===== src/rtl/ram_burst_ctrl.sv =====
// Burst sequencer in front of a single-port RAM: write bursts stream wd_* into consecutive
// locations, read bursts stream RAM words out on rd_*. Define RAM_BURST_BOUND_CHECK_EN to reject wrapping bursts.
module ram_burst_ctrl #(
    parameter int ADDR_W = 10,
    parameter int DATA_W = 8,
    parameter int LEN_W  = 10
) (
    input  logic              clk,
    input  logic              rst,
    input  logic              cmd_valid,
    output logic              cmd_ready,
    input  logic              cmd_wr,
    input  logic [ADDR_W-1:0] cmd_addr,
    input  logic [LEN_W-1:0]  cmd_len,
    input  logic              wd_valid,
    output logic              wd_ready,
    input  logic [DATA_W-1:0] wd_data,
    output logic              rd_valid,
    input  logic              rd_ready,
    output logic [DATA_W-1:0] rd_data,
    output logic              busy,
    output logic              done,
`ifdef RAM_BURST_BOUND_CHECK_EN
    output logic              err,
`endif
    output logic              ram_wr,
    output logic [ADDR_W-1:0] ram_addr,
    output logic [DATA_W-1:0] ram_wdata,
    input  logic [DATA_W-1:0] ram_rdata
);

    // state    | meaning
    // IDLE     | waiting for a command, cmd_ready high
    // WRITE    | accepting write beats into RAM
    // READ     | capturing RAM words into the rd_* output register
    // RD_DRAIN | last word captured, waiting for its handshake
    typedef enum logic [1:0] {
        IDLE     = 2'd0,
        WRITE    = 2'd1,
        READ     = 2'd2,
        RD_DRAIN = 2'd3
    } state_t;

    state_t            state, state_nxt;
    logic [ADDR_W-1:0] ptr;
    logic [LEN_W-1:0]  remaining;
    logic              cmd_acc, wr_beat, rd_cap, rd_hs, last, reject;

`ifdef RAM_BURST_BOUND_CHECK_EN
    localparam int SUM_W = ((ADDR_W > LEN_W) ? ADDR_W : LEN_W) + 2;
    logic [SUM_W-1:0] span_end;

    assign span_end = SUM_W'(cmd_addr) + SUM_W'(cmd_len) + SUM_W'(1);
    assign reject   = (span_end > (SUM_W'(1) << ADDR_W));
`else
    assign reject = 1'b0;
`endif

    assign busy     = (state != IDLE);
    assign ram_addr = ptr;
    assign last     = (remaining == '0);
    assign rd_hs    = rd_valid && rd_ready;

    always_comb begin
        state_nxt = state;
        cmd_ready = 1'b0;
        wd_ready  = 1'b0;
        ram_wr    = 1'b0;
        ram_wdata = '0;
        cmd_acc   = 1'b0;
        wr_beat   = 1'b0;
        rd_cap    = 1'b0;
        case (state)
            IDLE: begin
                cmd_ready = 1'b1;
                cmd_acc   = cmd_valid;
                if (cmd_valid && !reject)
                    state_nxt = cmd_wr ? WRITE : READ;
            end
            WRITE: begin
                wd_ready  = 1'b1;
                ram_wdata = wd_data;
                ram_wr    = wd_valid;
                wr_beat   = wd_valid;
                if (wd_valid && last)
                    state_nxt = IDLE;
            end
            READ: begin
                // output register is free when empty or being drained this cycle
                rd_cap = !rd_valid || rd_ready;
                if (rd_cap && last)
                    state_nxt = RD_DRAIN;
            end
            RD_DRAIN: begin
                if (rd_hs)
                    state_nxt = IDLE;
            end
            default: state_nxt = IDLE;
        endcase
    end

    always_ff @(posedge clk or negedge rst) begin
        if (!rst) begin
            state     <= IDLE;
            ptr       <= '0;
            remaining <= '0;
            rd_valid  <= 1'b0;
            rd_data   <= '0;
            done      <= 1'b0;
`ifdef RAM_BURST_BOUND_CHECK_EN
            err       <= 1'b0;
`endif
        end else begin
            state <= state_nxt;
            done  <= (wr_beat && last) || (state == RD_DRAIN && rd_hs) || (cmd_acc && reject);
`ifdef RAM_BURST_BOUND_CHECK_EN
            err   <= cmd_acc && reject;
`endif
            if (cmd_acc) begin
                ptr       <= cmd_addr;
                remaining <= cmd_len;
            end
            if (wr_beat || rd_cap) begin
                ptr       <= ptr + 1'b1;
                remaining <= remaining - 1'b1;
            end
            if (rd_cap) begin
                rd_data  <= ram_rdata;
                rd_valid <= 1'b1;
            end else if (rd_hs) begin
                rd_valid <= 1'b0;
            end
        end
    end

endmodule


===== config.mk =====
export PLATFORM = sky130hd
export DESIGN_NAME = ram_burst_ctrl
export DESIGN_NICKNAME = d
export VERILOG_FILES = /design/src/rtl/ram_burst_ctrl.sv
export SDC_FILE = /design/constraint.sdc
export NUM_CORES = 1
export LEC_CHECK = 0
export CORE_ASPECT_RATIO = 0.6
export CORE_UTILIZATION = 48
export CTS_BUF_LIST = sky130_fd_sc_hd__clkbuf_8
export CTS_CLUSTER_SIZE = 8
export DETAILED_ROUTE_END_ITERATION = 8
export PLACE_DENSITY_LB_ADDON = 0.2
export RECOVER_POWER = 25
export SLEW_MARGIN = 20
export SYNTH_ARGS = -nofsm -noshare
export SYNTH_HDL_FRONTEND = slang
export SYNTH_SLANG_ARGS = --single-unit

===== constraint.sdc =====
create_clock -name clk -period 3.35 [get_ports clk]
set_input_delay 0.5025 -clock clk [delete_from_list [all_inputs] [get_ports clk]]
set_output_delay 0.5025 -clock clk [all_outputs]
set_load 0.02 [all_outputs]

==> flow_metrics.env <==
export IMPL_status="complete, but fails checks"
export IMPL_violations="capacitance limit, slew limit"
export IMPL_yosys_warnings=0
export IMPL_synth_net_count=222
export IMPL_cts_sinks=32
export IMPL_num_io_pins=74
export IMPL_placed_area_um2=2520
export IMPL_dp_slack_ps=916
export IMPL_drc=0
export IMPL_dp_cells=290
export IMPL_port_buffers=73
export IMPL_final_nets=296
export IMPL_die_y_um=49.2
export IMPL_drtIter0Drc=144
export IMPL_fin_area_um2=2600
export IMPL_arrival_ps=2100
export IMPL_avgViaCountPerCell=5.72
export IMPL_path_max_fanout=10
export IMPL_yosysSeqAreaShare_pct=44.9
export IMPL_path_clk_slew_ps=70
export IMPL_h_tree_depth=2
export IMPL_critPathKind="reg -> out"
export IMPL_via_count=1700
export IMPL_start_kind="register"
export IMPL_crit_path_end_kind="output port"
export IMPL_dieWidth_um=80.7
export IMPL_worstPathCellList="nor2b_1, and2_1, clkdlybuf4s50_1"
export IMPL_post_synth_top_area_cell="dfrtp_1"
export IMPL_grt_pass1_vias=1579
export IMPL_diodes=0
export IMPL_synth_cells=178
export IMPL_synthArstFlopShare_pct=100
export IMPL_ctsResizeCount=0
export IMPL_cpPeakStageDelay_ps=610
export IMPL_synth_ff_type="dfrtp_1"
export IMPL_grt_pass1_wl_mm=7.85
export IMPL_cts_buffers=5
export IMPL_cts_buffer_depth=2
export IMPL_insertion_delay_ps=280
export IMPL_rows=16
export IMPL_dr_pass1_iters=4
export IMPL_final_antenna_net_count=0
export IMPL_synth_most_common_cell="dfrtp_1"
export IMPL_area_growth_syn_to_layout_pct=45.9
export IMPL_routed_wl_mm=4.75
export IMPL_dpl_hpwl_mm=3.52
export IMPL_start_util_pct=52.4
export IMPL_cp_data_required_time_ps=2850
export IMPL_wl_per_cell_um=16.0
export IMPL_grt_ovfl_total=0
export IMPL_rsz0062_at_grt="false"
export IMPL_core_area_um2=3400
export IMPL_fp_dieArea_um2=3970
export IMPL_r2r_end="remaining[4]"
export IMPL_total_power_w=0.00235
export IMPL_tightestPinTransition_ps=1670
export IMPL_fmax_mhz=385
export IMPL_synthTopCellsByArea="dfrtp_1 45%, mux2_2 5.1%, nor2_1 4.0%"
export IMPL_yosys_top_cells_count="32 x dfrtp_1, 19 x nor2_1, 14 x nand2_1"
export IMPL_stdcell_count=297
export IMPL_post_route_period_util_pct=77.6
export IMPL_power_density_nw_per_um2=903
export IMPL_clock_skew_ps=2.88
export IMPL_slew_viol_final=33
export IMPL_hold_violations=0
export IMPL_holdPathStages=1
export IMPL_grt_max_degree=33
export IMPL_track_usage_pct=26.4
export IMPL_worstRegToRegCells=4
export IMPL_avgSynthCellArea_um2=10.0
export IMPL_yosys_area_top_type_share_pct=44.9
export IMPL_cts_tree="built"
export IMPL_max_slew_margin_pct=-11.1
export IMPL_reg2reg_slack_ps=1330
export IMPL_synth_cell_type_count=48
export IMPL_antenna_found_initial=0
export IMPL_fin_crit_ps=2600
export IMPL_root_buffer="clkbuf_8"
export IMPL_power_leakage_nw=1.05
export IMPL_cap_violations=1
export IMPL_setup_ws_ps=751
export IMPL_routabilityCongestion=0.857
export IMPL_hold_path_class="reg -> reg"
export IMPL_post_cts_setup_buffers=0
export IMPL_hp_start="rd_data[0]"
export IMPL_r2r_start="state[0]"
export IMPL_drive_gt1_share_pct=9.52
export IMPL_cp_slowest_cell="clkdlybuf4s50_1"
export IMPL_peakVddDrop_mv=0.517
export IMPL_setup_viol=0
export IMPL_syn_area_um2=1780
export IMPL_synth_edf_count=0
export IMPL_tns_ps=0
export IMPL_hold_buffers=0
export IMPL_min_to="rd_data[0]"
export IMPL_synth_seq_cells=32
[per-stage QoR]
step,utilization (%),hold WS (ps)
2_1_floorplan,-,207
3_3_place_gp,74.2,494
3_5_place_dp,74.2,500
4_1_cts,76.5,515
5_1_grt,76.4,527
6_report,76.4,511
[cell usage in the layout (no fill, tap or decap), types with 3 or more instances in the layout]
cell type	instances
a31oi_1	3
nor3_1	6
nand4_1	5
o21ai_1	4
nand3_1	5
o211ai_1	4
dfrtp_1	32
o2bb2ai_1	3
clkbuf_8	5
a21oi_1	3
nand2_1	14
a221o_1	4
a211oi_1	6
nor4_1	4
nor2_1	19
inv_1	7
and2_1	8
clkdlybuf4s50_1	72
mux2_2	8
[layout make-up]
type / count / area, um^2
tap: 45 / 56.3
multi-input combinational: 131 / 896
timing repair buffer: 75 / 742
inverter: 7 / 26.3
sequential: 32 / 801
fill: 261 / 805
clock buffer: 5 / 68.8
clock inverter: 2 / 8.76
[power breakdown]
| group | internal (W) | switching (W) | leakage [nW] | total [W] |
|---|---|---|---|---|
| Clock | 0.000138 | 0.000141 | 0.0452 | 0.000279 |
| Sequential | 0.000570 | 0.000210 | 0.378 | 0.000779 |
| Combinational | 0.000617 | 0.000672 | 0.627 | 0.00129 |
| Total | 0.00132 | 0.00102 | 1.05 | 0.00235 |
[critical path, delay by kind of cell (launching register included)]
kind | cells | cell delay, ps
AND/OR/NAND/NOR | 2 | 620
flip-flops | 1 | 590
buffers and inverters | 1 | 610
[metal layers]
metal	global-route usage, %	routed length (um)
met3	7.29	404
met4	5.95	23
met2	35.6	2010
met1	41.3	2310
met5	0	0
[how the worst max path moves through the flow]
stage,from,end,slack [ps],cells past startpoint
floorplan,state[1],ram_wdata[0],1630,4
global placement,cmd_valid,remaining[4],960,5
detailed placement,cmd_valid,ram_addr[5],920,5
CTS,state[0],ram_wdata[3],750,3
global route,state[0],ram_wdata[4],580,3
finish,state[0],ram_wdata[3],750,3
[logic make-up after synthesis]
logic type / count (synthesis) / share of synthesized area (%)
compound gates: 43 / 19.7
fa+ha+maj: 2 / 1.40
buf+inv: 15 / 4.77
flops: 32 / 44.9
mux: 8 / 5.06
simple gates: 78 / 24.2
[sequential cells by signal, indices dropped and copies added, names as in the netlist]
register	flops
state	2
ram_addr	10
rd_valid	1
rd_data	8
remaining	10
done	1
(Power assumes the default switching activity.)
